<file path="config.mk">
export PLATFORM = sky130hd
export DESIGN_NAME = compliment2_chunked
export DESIGN_NICKNAME = d
export VERILOG_FILES = /design/src/rtl/compliment2_pkg.sv /design/src/rtl/compliment2_slice.sv /design/src/rtl/compliment2_chunked.sv
export SDC_FILE = /design/constraint.sdc
export NUM_CORES = 1
export LEC_CHECK = 0
export CAP_MARGIN = 20
export CORE_MARGIN = 2
export CORE_UTILIZATION = 42
export CTS_CLUSTER_SIZE = 10
export DETAILED_ROUTE_END_ITERATION = 16
export MAX_ROUTING_LAYER = met4
export SETUP_SLACK_MARGIN = 0.5
export SYNTH_ARGS = -nofsm -noshare
export SYNTH_HDL_FRONTEND = slang
export SYNTH_SLANG_ARGS = --single-unit
</file>
<file path="constraint.sdc">
create_clock -name clk -period 4.3 [get_ports clk]
set_input_delay 0.645 -clock clk [delete_from_list [all_inputs] [get_ports clk]]
set_output_delay 0.645 -clock clk [all_outputs]
set_load 0.1 [all_outputs]
</file>
<file path="src/rtl/compliment2_pkg.sv">
// Shared constants for the chunked two's-complement unit: operation modes and FSM encoding.
package compliment2_pkg;

  localparam logic [1:0] MODE_PASS  = 2'd0;
  localparam logic [1:0] MODE_NEG   = 2'd1;
  localparam logic [1:0] MODE_ABS   = 2'd2;
  localparam logic [1:0] MODE_SM2TC = 2'd3;

  localparam logic [1:0] ST_IDLE = 2'd0;
  localparam logic [1:0] ST_RUN  = 2'd1;
  localparam logic [1:0] ST_DONE = 2'd2;

  function automatic int unsigned num_chunks(input int unsigned width, input int unsigned chunk);
    return (width + chunk - 1) / chunk;
  endfunction

endpackage

</file>
<file path="src/rtl/compliment2_slice.sv">
// One CHUNK-bit step of a conditional one's-complement followed by a carry-in increment.
module compliment2_slice #(
  parameter int unsigned CHUNK = 8
) (
  input  logic [CHUNK-1:0] a,
  input  logic             inv,
  input  logic             cin,
  output logic [CHUNK-1:0] s,
  output logic             cout
);

  logic [CHUNK:0] sum;

  assign sum       = {1'b0, a ^ {CHUNK{inv}}} + {{CHUNK{1'b0}}, cin};
  assign {cout, s} = sum;

endmodule

</file>
<file path="src/rtl/compliment2_chunked.sv">
// Multi-cycle two's-complement unit (pass/negate/abs/sign-magnitude convert) that ripples a
// carry through a single shared slice, CHUNK bits per cycle, behind valid/ready handshakes.
module compliment2_chunked
  import compliment2_pkg::*;
#(
  parameter int unsigned WIDTH = 25,
  parameter int unsigned CHUNK = 8
) (
  input  logic             clk,
  input  logic             rst_n,
  input  logic             in_valid,
  output logic             in_ready,
  input  logic [1:0]       in_mode,
  input  logic [WIDTH-1:0] in_data,
  output logic             out_valid,
  input  logic             out_ready,
  output logic [WIDTH-1:0] out_data,
  output logic             out_ovf,
  output logic             out_zero
);

  localparam int unsigned NCH  = num_chunks(WIDTH, CHUNK);
  localparam int unsigned IDXW = (NCH > 1) ? $clog2(NCH) : 1;

  logic [1:0]       state_q, state_d;
  logic [WIDTH-1:0] op_q, op_d;
  logic [WIDTH-1:0] work_q, work_d;
  logic             inv_q, inv_d;
  logic             carry_q, carry_d;
  logic [IDXW-1:0]  idx_q, idx_d;
  logic             ovf_pend_q, ovf_pend_d;
  logic [WIDTH-1:0] out_data_q, out_data_d;
  logic             out_ovf_q, out_ovf_d;
  logic             out_zero_q, out_zero_d;

  logic [WIDTH-1:0] acc_op;
  logic             acc_inv;
  logic [CHUNK-1:0] slice_a, slice_s;
  logic             slice_cout;
  logic             last;

  // Operand conditioning at the accept edge.
  always_comb begin
    acc_op  = in_data;
    acc_inv = 1'b0;
    case (in_mode)
      MODE_NEG: acc_inv = 1'b1;
      MODE_ABS: acc_inv = in_data[WIDTH-1];
      MODE_SM2TC: begin
        acc_inv = in_data[WIDTH-1];
        acc_op  = {1'b0, in_data[WIDTH-2:0]};
      end
      default: acc_inv = 1'b0;
    endcase
  end

  // Bits past WIDTH in the last chunk read as zero; their results are dropped.
  always_comb begin
    slice_a = '0;
    for (int b = 0; b < WIDTH; b++) begin
      if (idx_q == IDXW'(b / CHUNK)) slice_a[b % CHUNK] = op_q[b];
    end
  end

  compliment2_slice #(
    .CHUNK(CHUNK)
  ) u_slice (
    .a   (slice_a),
    .inv (inv_q),
    .cin (carry_q),
    .s   (slice_s),
    .cout(slice_cout)
  );

  assign last = (idx_q == IDXW'(NCH - 1));

  always_comb begin
    state_d    = state_q;
    op_d       = op_q;
    work_d     = work_q;
    inv_d      = inv_q;
    carry_d    = carry_q;
    idx_d      = idx_q;
    ovf_pend_d = ovf_pend_q;
    out_data_d = out_data_q;
    out_ovf_d  = out_ovf_q;
    out_zero_d = out_zero_q;
    case (state_q)
      ST_IDLE: begin
        if (in_valid) begin
          op_d       = acc_op;
          inv_d      = acc_inv;
          carry_d    = acc_inv;
          idx_d      = '0;
          ovf_pend_d = acc_inv & acc_op[WIDTH-1] & ~|acc_op[WIDTH-2:0];
          state_d    = ST_RUN;
        end
      end
      ST_RUN: begin
        for (int b = 0; b < WIDTH; b++) begin
          if (idx_q == IDXW'(b / CHUNK)) work_d[b] = slice_s[b % CHUNK];
        end
        carry_d = slice_cout;
        idx_d   = idx_q + 1'b1;
        // Outputs only change once the whole result is assembled.
        if (last) begin
          out_data_d = work_d;
          out_ovf_d  = ovf_pend_q;
          out_zero_d = ~|work_d;
          state_d    = ST_DONE;
        end
      end
      ST_DONE: begin
        if (out_ready) state_d = ST_IDLE;
      end
      default: state_d = ST_IDLE;
    endcase
  end

  always_ff @(posedge clk or negedge rst_n) begin
    if (!rst_n) begin
      state_q    <= ST_IDLE;
      op_q       <= '0;
      work_q     <= '0;
      inv_q      <= 1'b0;
      carry_q    <= 1'b0;
      idx_q      <= '0;
      ovf_pend_q <= 1'b0;
      out_data_q <= '0;
      out_ovf_q  <= 1'b0;
      out_zero_q <= 1'b0;
    end else begin
      state_q    <= state_d;
      op_q       <= op_d;
      work_q     <= work_d;
      inv_q      <= inv_d;
      carry_q    <= carry_d;
      idx_q      <= idx_d;
      ovf_pend_q <= ovf_pend_d;
      out_data_q <= out_data_d;
      out_ovf_q  <= out_ovf_d;
      out_zero_q <= out_zero_d;
    end
  end

  assign in_ready  = (state_q == ST_IDLE);
  assign out_valid = (state_q == ST_DONE);
  assign out_data  = out_data_q;
  assign out_ovf   = out_ovf_q;
  assign out_zero  = out_zero_q;

endmodule

</file>
Word-level counts from Yosys, hierarchy flattened
Index checks and enable logic that the tools add are counted.
{"block": "op_classes", "add_sub_neg": 2, "mul": 0, "n_div": 0, "order_cmp": 0, "eq_ne": 11, "shift": 0, "n_mux": 85, "bitwise": 3, "n_reduce_logical": 12}
{"op": "2-to-1 mux 1 bit", "n": 76}
{"op": "2-to-1 mux 25 bit", "n": 1}
{"op": "OR reduction 25 bit", "n": 1}
{"op": "OR reduction 24 bit", "n": 1}
{"op": "== test 2 bit (second input constant)", "n": 5}
{"op": "adder 8 x 1 -> 9 bit", "n": 1}
{"op": "2-to-1 mux 2 bit", "n": 4}
{"op": "bitwise XOR 8 bit", "n": 1}
{"op": "== test 2 x 1 -> 1 bit (second input constant)", "n": 3}
{"op": "one-hot mux 2 bit (3 select lines)", "n": 1}
{"op": "AND reduction 2 bit", "n": 3}
{"op": "zero test 2 bit", "n": 2}
{"op": "inequality test 2 bit (second input constant)", "n": 2}
{"op": "one-hot mux 1 bit (2 select lines)", "n": 2}
{"op": "one-hot mux 2 bit (2 select lines)", "n": 1}
{"op": "AND reduction 3 bit", "n": 1}
{"op": "adder 2 x 1 -> 2 bit (second input constant)", "n": 1}
{"op": "AND 1 bit", "n": 2}
{"op": "zero test 1 bit", "n": 2}
{"op": "inequality test 2 x 1 -> 1 bit (second input constant)", "n": 1}
{"op": "nonzero test 2 bit", "n": 1}
{"op": "OR reduction 2 bit", "n": 1}
{"block": "word_totals", "regBits": 84, "latchBits": 0, "mem_bits_rw": 0, "rom_bits": 0, "input_bits": 31, "out_inout_bits": 29, "elab_cells": 123, "memories": 0}

Depth between registers and ports, before layout
Gate-level depths: netlist (run 1).
{"block": "depth", "ltp_word": 11, "depth_mapped": 20, "depth_no_buf": 18}

Cells and area by module
Synthesis (run 1) repeated with hierarchy kept, for this count alone.
{"block": "unflattened", "cells_unflattened": 433, "hier_area_um2": 4302.9}
{"module": "compliment2_chunked", "instances": 1, "cells_per_inst": 386, "area_per_inst_um2": 3970.1, "seq_area_each_um2": 2077.0}
{"module": "compliment2_slice", "instances": 1, "cells_per_inst": 47, "area_per_inst_um2": 332.8, "seq_area_each_um2": 0.0}

Worst setup path before layout (run 1)
OpenSTA, ideal clock, no wires.
{"block": "synth_path", "path_type": "flip-flop to flip-flop", "start": "register idx_q[1]", "end": "register out_zero_q (netlist: out_zero)", "setup_ns": 0.120, "arrival_time_ns": 3.538, "required_time_ns": 4.180, "path_slack_ns": 0.643, "stages_incl_launch_ff": 19, "path_buffers": 3, "synth_period_minus_slack_ns": 3.657, "cell_sequence": "dfrtp_1 > inv_1 > ha_1 > buf_6 > buf_6 > clkbuf_1 > a21oi_1 > nor2_1 > a21oi_1 > o21ai_0 > xnor2_1 > ha_1 > inv_1 > or4_4 > a221oi_2 > mux2i_1 > a21oi_2 > and4_1 > a31o_1"}
{"block": "synth_via", "elab_chain_len": 11, "elab_cells_between_ends": 84, "classes_between": "1 x add/sub; 3 x eq/ne; 75 x mux; 1 x bitwise; 4 x reduce/logical"}
{"element": "from (decl)", "line": "compliment2_chunked.sv:30", "source": "logic [IDXW-1:0] idx_q, idx_d;"}
{"element": "from (signal assigned)", "line": "compliment2_chunked.sv:138", "source": "idx_q <= idx_d;"}
{"element": "zero test 2 bit", "line": "compliment2_chunked.sv:61, compliment2_chunked.sv:101"}
{"element": "2-to-1 mux 1 bit (4 in a row)", "line": "compliment2_chunked.sv:61", "source": "if (idx_q == IDXW'(b / CHUNK)) slice_a[b % CHUNK] = op_q[b];"}
{"element": "bitwise XOR 8 bit", "line": "compliment2_slice.sv:14", "source": "assign sum = {1'b0, a ^ {CHUNK{inv}}} + {{CHUNK{1'b0}}, cin};"}
{"element": "adder 8 x 1 -> 9 bit", "line": "compliment2_slice.sv:14"}
{"element": "2-to-1 mux 1 bit", "line": "compliment2_chunked.sv:101", "source": "if (idx_q == IDXW'(b / CHUNK)) work_d[b] = slice_s[b % CHUNK];"}
{"element": "2-to-1 mux 1 bit", "line": "compliment2_chunked.sv:88", "source": "case (state_q)"}
{"element": "OR reduction 25 bit", "line": "compliment2_chunked.sv:109", "source": "out_zero_d = ~|work_d;"}
{"element": "zero test 1 bit", "line": "compliment2_chunked.sv:109"}
{"element": "to (signal assigned)", "line": "compliment2_chunked.sv:142", "source": "out_zero_q <= out_zero_d;"}
{"element": "to (decl)", "line": "compliment2_chunked.sv:34", "source": "logic out_zero_q, out_zero_d;"}
Parallel ways exist; a longest one is shown, timed or not. The select of a mux whose other input is x is not followed.
A chain may end at the register's enable or synchronous reset.

Final worst setup path (run 1)
Same ends and word-level chain as after synthesis.

==> results of run 1 <==
==> worst max path at each step <==
stage,startpoint,cells after the start,to,slack [ns]
2_1_floorplan,idx_q[1]$_DFFE_PN0P_,18,out_zero$_DFFE_PN0P_,0.64
3_3_place_gp,idx_q[1]$_DFFE_PN0P_,17,out_zero$_DFFE_PN0P_,0.75
3_5_place_dp,idx_q[1]$_DFFE_PN0P_,16,out_zero$_DFFE_PN0P_,0.63
4_1_cts,idx_q[1]$_DFFE_PN0P_,16,out_zero$_DFFE_PN0P_,0.60
5_1_grt,idx_q[1]$_DFFE_PN0P_,17,out_zero$_DFFE_PN0P_,0.50
6_report,idx_q[1]$_DFFE_PN0P_,17,out_zero$_DFFE_PN0P_,0.75
==> cell usage after synthesis (all sizes together) (3+ instances only) <==
cell type	n	area share [%]
nand2	134	11
dfrtp	83	46
o21ai	51	5.8
nor2	25	2.1
clkbuf	20	1.7
a21oi	18	2.4
buf	13	2.5
inv	10	0.84
mux2i	10	2.2
a21o	9	1.5
nor4	9	1.3
a211oi	8	1.3
nor3	8	0.89
and2	7	0.98
nand3b	7	1.5
and3	6	0.84
ha	6	1.7
xnor2	6	1.2
nand3	5	0.56
nor2b	5	0.70
a31oi	4	0.89
and4	4	0.78
mux2	4	1.0
xor2	4	0.78
a221oi	3	0.73
and2b	3	0.56
nand2b	3	0.42
nand4	3	0.42
o31ai	3	0.50
or3	3	0.42
or4	3	0.59
==> cells by family after synthesis <==
kind of cell / Yosys count / share of synthesized area (%)
buf+inv: 44 / 5.08
mux: 14 / 3.24
fa+ha+maj: 6 / 1.67
compound gates: 116 / 17.6
flops: 83 / 46.3
xor+xnor: 10 / 1.95
simple gates: 230 / 24.1
==> per-layer routing <==
layer  track usage (%)  vias up  share of wire [%]
li1                  -     1839                  -
met1              32.2     1783                 51
met2              32.6      104                 44
met3              2.85       11                3.8
met4              8.35        0                1.6
met5                 -        -                  0
==> state kept, by name, summed over array words and instances, names as in the netlist <==
name / flops
op_q: 25
out_data: 25
work_q: 24
idx_q: 2
state_q: 2
carry_q: 1
inv_q: 1
out_ovf: 1
out_zero: 1
ovf_pend_q: 1
==> per-stage QoR <==
| step | area, sq um | hold slack, ns |
|---|---|---|
| final | 5380 | 0.251 |
| after global routing | 5380 | 0.289 |
| after CTS | 5310 | 0.481 |
| after detailed placement | 5110 | 0.459 |
| after global placement | 5110 | 0.454 |
| after floorplan | 4480 | 0.349 |
==> final cells by class <==
cell class,instances,area [sq um],share of cell area (%)
timing repair buffer,69,688,12.8
multi-input combinational,376,2200,40.9
clock inverter,5,61.3,1.14
sequential,83,2080,38.6
clock buffer,11,141,2.63
tap,136,170,3.17
inverter,11,41.3,0.768
==> timing repair <==
item / in CTS / in global routing
resized for setup: 0 / 8
setup buffers: 0 / 2
endpoints found under the setup margin: 0 / 3
==> flow_summary_export.csv, run 1 <==
group,metric,value,unit
flow_run,cap_violations,0,
logic_synthesis,ys.flop_type,"dfrtp_1",
grt,grt_max_degree,84,
sta,fin_crit_sh,82.5,%
drt,ant_nets,0,
worst_setup_path,cpLargestDelayFamily,"simple AND/OR/NAND/NOR gates",
logic_synthesis,ys_warn_count,0,
sta,skew,0.00851,ns
worst_setup_path,worstPathArrival,3.81,ns
cts,clk_latency,0.36,ns
sta,fin_crit,3.55,ns
die,io_pins,60,
sta,drv_slew,0,
sta,worst_slack,0.751,ns
sta,hold_violations,0,
worst_setup_path,r2r-start,"idx_q[1]$_DFFE_PN0P_",
cts,cts_hold_buf,0,
worst_setup_path,slowest_stage,"or4_4",
die,die_w,107,microns
place,gp_congestion,0.894,
drt,viasPerCell,5.41,
drt,avgRoutedWirePerCell,16.9,microns
finish,diodes,0,
grt,grt_pass1_vias,3590,
drt,wirelength,11.7,mm
worst_setup_path,cp.buffers_inverters,3,
place,dpl.hpwl,8.52,mm
drt,route.detailed.drc,0,
worst_setup_path,critPathMaxFanout,5,
finish,most-common-layout-cells,"nand2_1 (134), dfrtp_1 (83), clkdlybuf4s50_1 (58)",
grt,grt_use_total,22.4,%
logic_synthesis,syn_inst,503,
finish,final_util,52.1,%
logic_synthesis,synthArstFlopShare,100,%
finish,finalNonFillerCells,691,
worst_setup_path,crit_required,4.56,ns
finish,syn_to_final_growth,19.9,%
worst_setup_path,reg2regPathDepth,17,
grt,antenna_found_initial,0,
cts,clkSlewWorstSetupHoldPaths,0.09,ns
logic_synthesis,avgSynthCellArea,8.91,sq um
cts,cts_tree,"done",
worst_setup_path,crit_type,"flop to flop",
sta,setup_tns,0,ns
worst_setup_path,reg2reg_slack,0.75,ns
sta,timing.fmax,0.282,GHz
worst_setup_path,slowest_delay,0.56,ns
grt,grt_pass1_wl,19.2,mm
finish,final_layout_size_suffix_gt1_share,9.73,%
finish,fill_cells,1008,
sta,rsz0062_at_grt,"no",
sta,slew_headroom,32.9,%
logic_synthesis,synth-seq-area-share,46.3,%
worst_setup_path,critPathLaunchType,"flop",
grt,grt_overflow,0,
cts,cts_buffers,9,
logic_synthesis,syn-num-nets,540,
die,start_util,43.4,%
worst_setup_path,end_kind,"flop",
cts,cts_max_level,3,
drt,first_iter_violations,209,
worst_setup_path,crit_chain,"inv_2 > ha_2 > clkinv_1 > and3_1 > a21oi_1 > nor2_1 > a21oi_1 > o21ai_0 > xnor2_1 > ha_2 > inv_1 > or4_4 > a221oi_4 > mux2i_1 > a21oi_2 > and4_1 > a31o_1",
cts,cts.sinks,83,
sta,worstMarginPinSlew,1.00,ns
logic_synthesis,synth_edf_count,0,
logic_synthesis,ys_ff_latch,83,
die,dieArea,11500,sq um
sta,setup_viol,0,
die,core-area,10300,sq um
hold_path,hold_class,"input port to async pin",
place,portBuffers,59,
cts,clockBufferDepth,2,
worst_setup_path,rr_endpoint,"out_zero$_DFFE_PN0P_",
drt,num_vias,3737,
logic_synthesis,netlist_area,4480,sq um
place,post-place-ws,0.629,ns
finish,nets,587,
place,placed_cells,672,
logic_synthesis,synth_cell_types,66,
finish,final_common_cell,"nand2_1",
cts,root_buffer,"clkbuf_8",
die,die_y,107,microns
die,std_cell_rows,37,
run_status,status,"finished, final reports clean",
drt,drt_first_pass_iters,5,
Power of run 1 is not shown: default switching activity piles up to over one toggle a cycle in this logic, so the estimate is an artifact.
==> run 2, diff against run 1 <==
Settings changed: PLACE_DENSITY set to 0.66.
Clock period 4.3 ns to 3.1 ns, I/O delays scaled along.
==> flow_summary_export.csv, run 2 (synthesized netlist as in run 1, its figures left out) <==
group,metric,value,unit
cts,clockBufferDepth,2,
cts,cts_max_level,3,
worst_setup_path,critPathMaxFanout,3,
drt,avgRoutedWirePerCell,17.1,microns
cts,cts.sinks,83,
worst_setup_path,slowest_stage,"or4_4",
die,dieArea,11500,sq um
sta,drv_slew,0,
die,io_pins,60,
cts,cts_buffers,9,
die,std_cell_rows,37,
sta,worstMarginPinSlew,0.899,ns
worst_setup_path,cpLargestDelayFamily,"compound AO/OA/AOI/OAI gates",
sta,hold_violations,0,
worst_setup_path,reg2reg_slack,-0.33,ns
finish,final_util,63.7,%
sta,setup_viol,17,
grt,grt_overflow,0,
drt,met1Wirelength,5.57,mm
finish,most-common-layout-cells,"nand2_1 (134), buf_4 (86), dfrtp_1 (83)",
hold_path,hold_class,"input port to async pin",
place,portBuffers,59,
finish,syn_to_final_growth,46.8,%
worst_setup_path,end_kind,"flop",
die,die_w,107,microns
flow_run,cap_violations,0,
place,dpl.hpwl,8.26,mm
worst_setup_path,crit_required,3.35,ns
cts,clkSlewWorstSetupHoldPaths,0.09,ns
grt,grt_use_total,22.7,%
sta,timing.fmax,0.291,GHz
drt,num_vias,4247,
drt,ant_nets,0,
worst_setup_path,worstPathArrival,3.69,ns
finish,final_layout_size_suffix_gt1_share,36.1,%
sta,skew,0.0110,ns
sta,fin_crit,3.43,ns
die,start_util,43.4,%
drt,viasPerCell,5.52,
cts,cts_hold_buf,0,
drt,wirelength,13.2,mm
drt,wl_met3,546,microns
worst_setup_path,cp.buffers_inverters,3,
grt,grt_max_degree,84,
grt,grt_pass1_vias,4086,
place,gp_congestion,0.873,
sta,worst_slack,-0.335,ns
sta,fin_crit_sh,111,%
worst_setup_path,critPathLaunchType,"flop",
sta,rsz0062_at_grt,"yes",
drt,top_layer,"met4",
drt,first_iter_violations,183,
drt,drt_first_pass_iters,4,
finish,stdcell_area,6580,sq um
worst_setup_path,crit_type,"flop to flop",
sta,hold-worst-slack,0.0789,ns
grt,grt_pass1_wl,20.0,mm
worst_setup_path,cp.depth,17,
run_status,violations,"negative setup slack",
worst_setup_path,crit_chain,"inv_2 > ha_4 > clkinv_4 > and3_4 > a21oi_2 > nor2_1 > a21oi_1 > o21ai_1 > xnor2_1 > ha_2 > inv_2 > or4_4 > a221oi_2 > mux2i_1 > a21oi_2 > and4_1 > a31o_1",
die,core-area,10300,sq um
cts,root_buffer,"clkbuf_8",
place,place_area,5350,sq um
finish,diodes,0,
run_status,status,"finished, violations left",
finish,final_common_cell,"nand2_1",
cts,cts_tree,"done",
drt,route.detailed.drc,0,
cts,clk_latency,0.36,ns
die,die_y,107,microns
finish,nets,666,
worst_setup_path,reg2regPathDepth,17,
worst_setup_path,slowest_delay,0.49,ns
grt,antenna_found_initial,0,
drt,wl_met2,6.71,mm
sta,slew_headroom,40.1,%
[run 2: timing repair]
item / 4_1_cts / 5_1_grt
endpoints found under the setup margin: 39 / 43
pin swaps: 29 / 30
cloned: 0 / 1
setup buffers: 23 / 21
gates resized for setup: 94 / 51
[run 2: cell type report]
| type | instances | area, sq um |
|---|---|---|
| Clock inverter | 5 | 108 |
| Tap cell | 136 | 170 |
| Multi-Input combinational cell | 376 | 2660 |
| Sequential cell | 83 | 2080 |
| Inverter | 11 | 56.3 |
| Fill cell | 831 | 3740 |
| Timing Repair Buffer | 148 | 1370 |
| Clock buffer | 11 | 141 |
[run 2: per-layer routing]
layer,vias up,GRT usage [%]
met5,-,-
met4,0,6.68
met3,29,3.63
met2,147,38.5
met1,2059,28.0
li1,2012,-
[run 2: worst register-to-register path, cell delays in order (launching register included)]
cell	delay [ns]
dfrtp_1	0.40
inv_2	0.11
ha_4	0.17
clkinv_4	0.06
and3_4	0.14
a21oi_2	0.10
nor2_1	0.05
a21oi_1	0.15
o21ai_1	0.10
xnor2_1	0.23
ha_2	0.25
inv_2	0.05
or4_4	0.49
a221oi_2	0.31
mux2i_1	0.32
a21oi_2	0.07
and4_1	0.17
a31o_1	0.18
[run 2: stage by stage]
stage | setup WS (ns) | instances | TNS (ns)
floorplan | -0.247 | 503 | -0.287
global route | -0.467 | 770 | -5.15
finish | -0.335 | 770 | -1.88
detailed placement | -0.245 | 708 | -1.19
global placement | -0.158 | 708 | -0.497
CTS | -0.131 | 747 | -0.267
[run 2: worst paths after layout]
check	start	to
setup / recovery	idx_q[1]$_DFFE_PN0P_	out_zero$_DFFE_PN0P_
hold / removal	rst_n	work_q[11]$_DFFE_PN0P_
setup reg to reg	idx_q[1]$_DFFE_PN0P_	out_zero$_DFFE_PN0P_
hold reg to reg	out_data[3]$_DFFE_PN0P_	out_data[3]$_DFFE_PN0P_
max in group asynchronous	rst_n	op_q[7]$_DFFE_PN0P_
min in group clk	out_data[3]$_DFFE_PN0P_	out_data[3]$_DFFE_PN0P_
Power of run 2 is left out for the same reason.
==> run 3, diff against run 2 <==
Settings changed: ABC_CLOCK_PERIOD_IN_PS set to 3100, CORE_MARGIN 2 to not set.
==> flow_summary_export.csv, run 3 (synthesized netlist as in run 1, its figures left out) <==
group,metric,value,unit
drt,first_iter_violations,216,
worst_setup_path,crit_chain,"inv_2 > ha_4 > clkinv_4 > and3_4 > a21oi_2 > nor2_1 > a21oi_1 > o21ai_1 > xnor2_1 > ha_2 > inv_2 > or4_4 > o21ai_0 > o21ai_2 > xnor2_1 > a32o_1 > a31o_1",
worst_setup_path,reg2regPathDepth,17,
worst_setup_path,slowest_stage,"or4_4",
finish,final_layout_size_suffix_gt1_share,35.8,%
cts,clk_latency,0.39,ns
grt,antenna_found_initial,0,
flow_run,cap_violations,0,
drt,avgRoutedWirePerCell,16.8,microns
cts,root_buffer,"clkbuf_8",
worst_setup_path,slowest_delay,0.49,ns
finish,diodes,0,
drt,num_vias,4115,
drt,drt_first_pass_iters,4,
die,dieArea,11100,sq um
finish,finalNonFillerCells,761,
sta,slew_headroom,40.2,%
worst_setup_path,crit_start,"idx_q[1]$_DFFE_PN0P_",
grt,grt_pass1_vias,4130,
cts,cts_tree,"done",
run_status,status,"finished, violations left",
worst_setup_path,cp.buffers_inverters,3,
worst_setup_path,cp.depth,17,
drt,route.detailed.drc,0,
worst_setup_path,r2r-start,"idx_q[1]$_DFFE_PN0P_",
hold_path,hold_class,"input port to async pin",
drt,viasPerCell,5.41,
sta,skew,0.0179,ns
die,die_y,105,microns
cts,clockBufferDepth,2,
finish,syn_to_final_growth,42.2,%
sta,timing.fmax,0.300,GHz
worst_setup_path,critPathLaunchType,"flop",
cts,cts_max_level,3,
sta,fin_crit,3.34,ns
worst_setup_path,cpLargestDelayFamily,"compound AO/OA/AOI/OAI gates",
finish,final_common_cell,"nand2_1",
cts,cts_buffers,9,
sta,worst_slack,-0.237,ns
sta,drv_slew,0,
run_status,violations,"negative setup slack",
grt,grt_pass1_wl,20.3,mm
place,placed_cells,710,
grt,grt_use_total,24.2,%
sta,hold_violations,0,
drt,ant_nets,0,
sta,fin_crit_sh,108,%
drt,wirelength,12.8,mm
finish,nets,657,
sta,worstMarginPinSlew,0.896,ns
worst_setup_path,crit_type,"flop to flop",
place,dpl.hpwl,8.17,mm
place,gp_congestion,0.869,
die,core-area,10300,sq um
finish,most-common-layout-cells,"nand2_1 (133), dfrtp_1 (83), buf_4 (83)",
sta,rsz0062_at_grt,"yes",
die,io_pins,60,
cts,cts_hold_buf,0,
worst_setup_path,critPathMaxFanout,3,
die,start_util,43.4,%
grt,grt_overflow,0,
die,die_w,105,microns
cts,cts.sinks,83,
cts,clkSlewWorstSetupHoldPaths,0.10,ns
place,portBuffers,59,
worst_setup_path,end_kind,"flop",
worst_setup_path,crit_required,3.37,ns
worst_setup_path,worstPathArrival,3.61,ns
die,std_cell_rows,37,
grt,grt_max_degree,84,
sta,setup_viol,12,
==> run 3: cell types whose count changed in the layout (fill, tap and decap cells not counted), moves of 3 or more <==
cell	before	now
buf_12	5	0
buf_4	86	83
buf_6	26	22
bufinv_16	3	0
clkinv_4	1	4
nor2_4	1	4
o21ai_1	17	9
o21ai_2	14	23
==> run 3: path summary, 6_finish.rpt <==
| kind | endpoint | slack, ns |
|---|---|---|
| worst max-delay path | out_zero$_DFFE_PN0P_ | -0.24 |
| worst min-delay path | work_q[6]$_DFFE_PN0P_ | 0.03 |
| worst max register to register | out_zero$_DFFE_PN0P_ | -0.24 |
| worst min register to register | out_data[2]$_DFFE_PN0P_ | 0.48 |
| max in group asynchronous | op_q[22]$_DFFE_PN0P_ | 2.47 |
| min in group clk | out_data[2]$_DFFE_PN0P_ | 0.48 |
==> run 3: routing by layer <==
metal,up-vias,wire (microns),share of wire [%],global-route usage [%]
li1,1983,-,-,-
met1,1952,5440,42,28.7
met2,143,6250,49,39.4
met3,37,655,5.1,4.27
met4,0,478,3.7,12.4
met5,-,0,0,-
==> run 3: what timing repair did <==
item	4_1_cts	5_1_grt
gates resized for setup	98	43
buffers inserted	16	17
gates cloned	1	0
pin swaps	31	19
endpoints found under the setup margin	40	43
==> run 3: final cells by class <==
type | instances | area, sq um
well taps | 136 | 170
fillers | 869 | 3950
clock inverters | 6 | 50.0
repair buffers | 138 | 1230
inverters | 11 | 48.8
clock buffers | 10 | 138
flip-flops and latches | 83 | 2080
multi-input cells | 377 | 2660
==> run 3: through the flow <==
stage / cell area, sq um / TNS [ns] / util, % / hold slack (ns) / worst slack [ns]
floorplan: 4560 / -0.287 / - / 0.169 / -0.247
global placement: 5370 / -0.194 / 52.0 / 0.460 / -0.100
detailed placement: 5370 / -0.625 / 52.0 / 0.467 / -0.210
CTS: 6060 / -0.156 / 58.7 / 0.295 / -0.121
global route: 6370 / -4.31 / 61.8 / 0.0550 / -0.387
finish: 6370 / -1.06 / 61.8 / 0.0287 / -0.237
Power of run 3 is left out for the same reason.
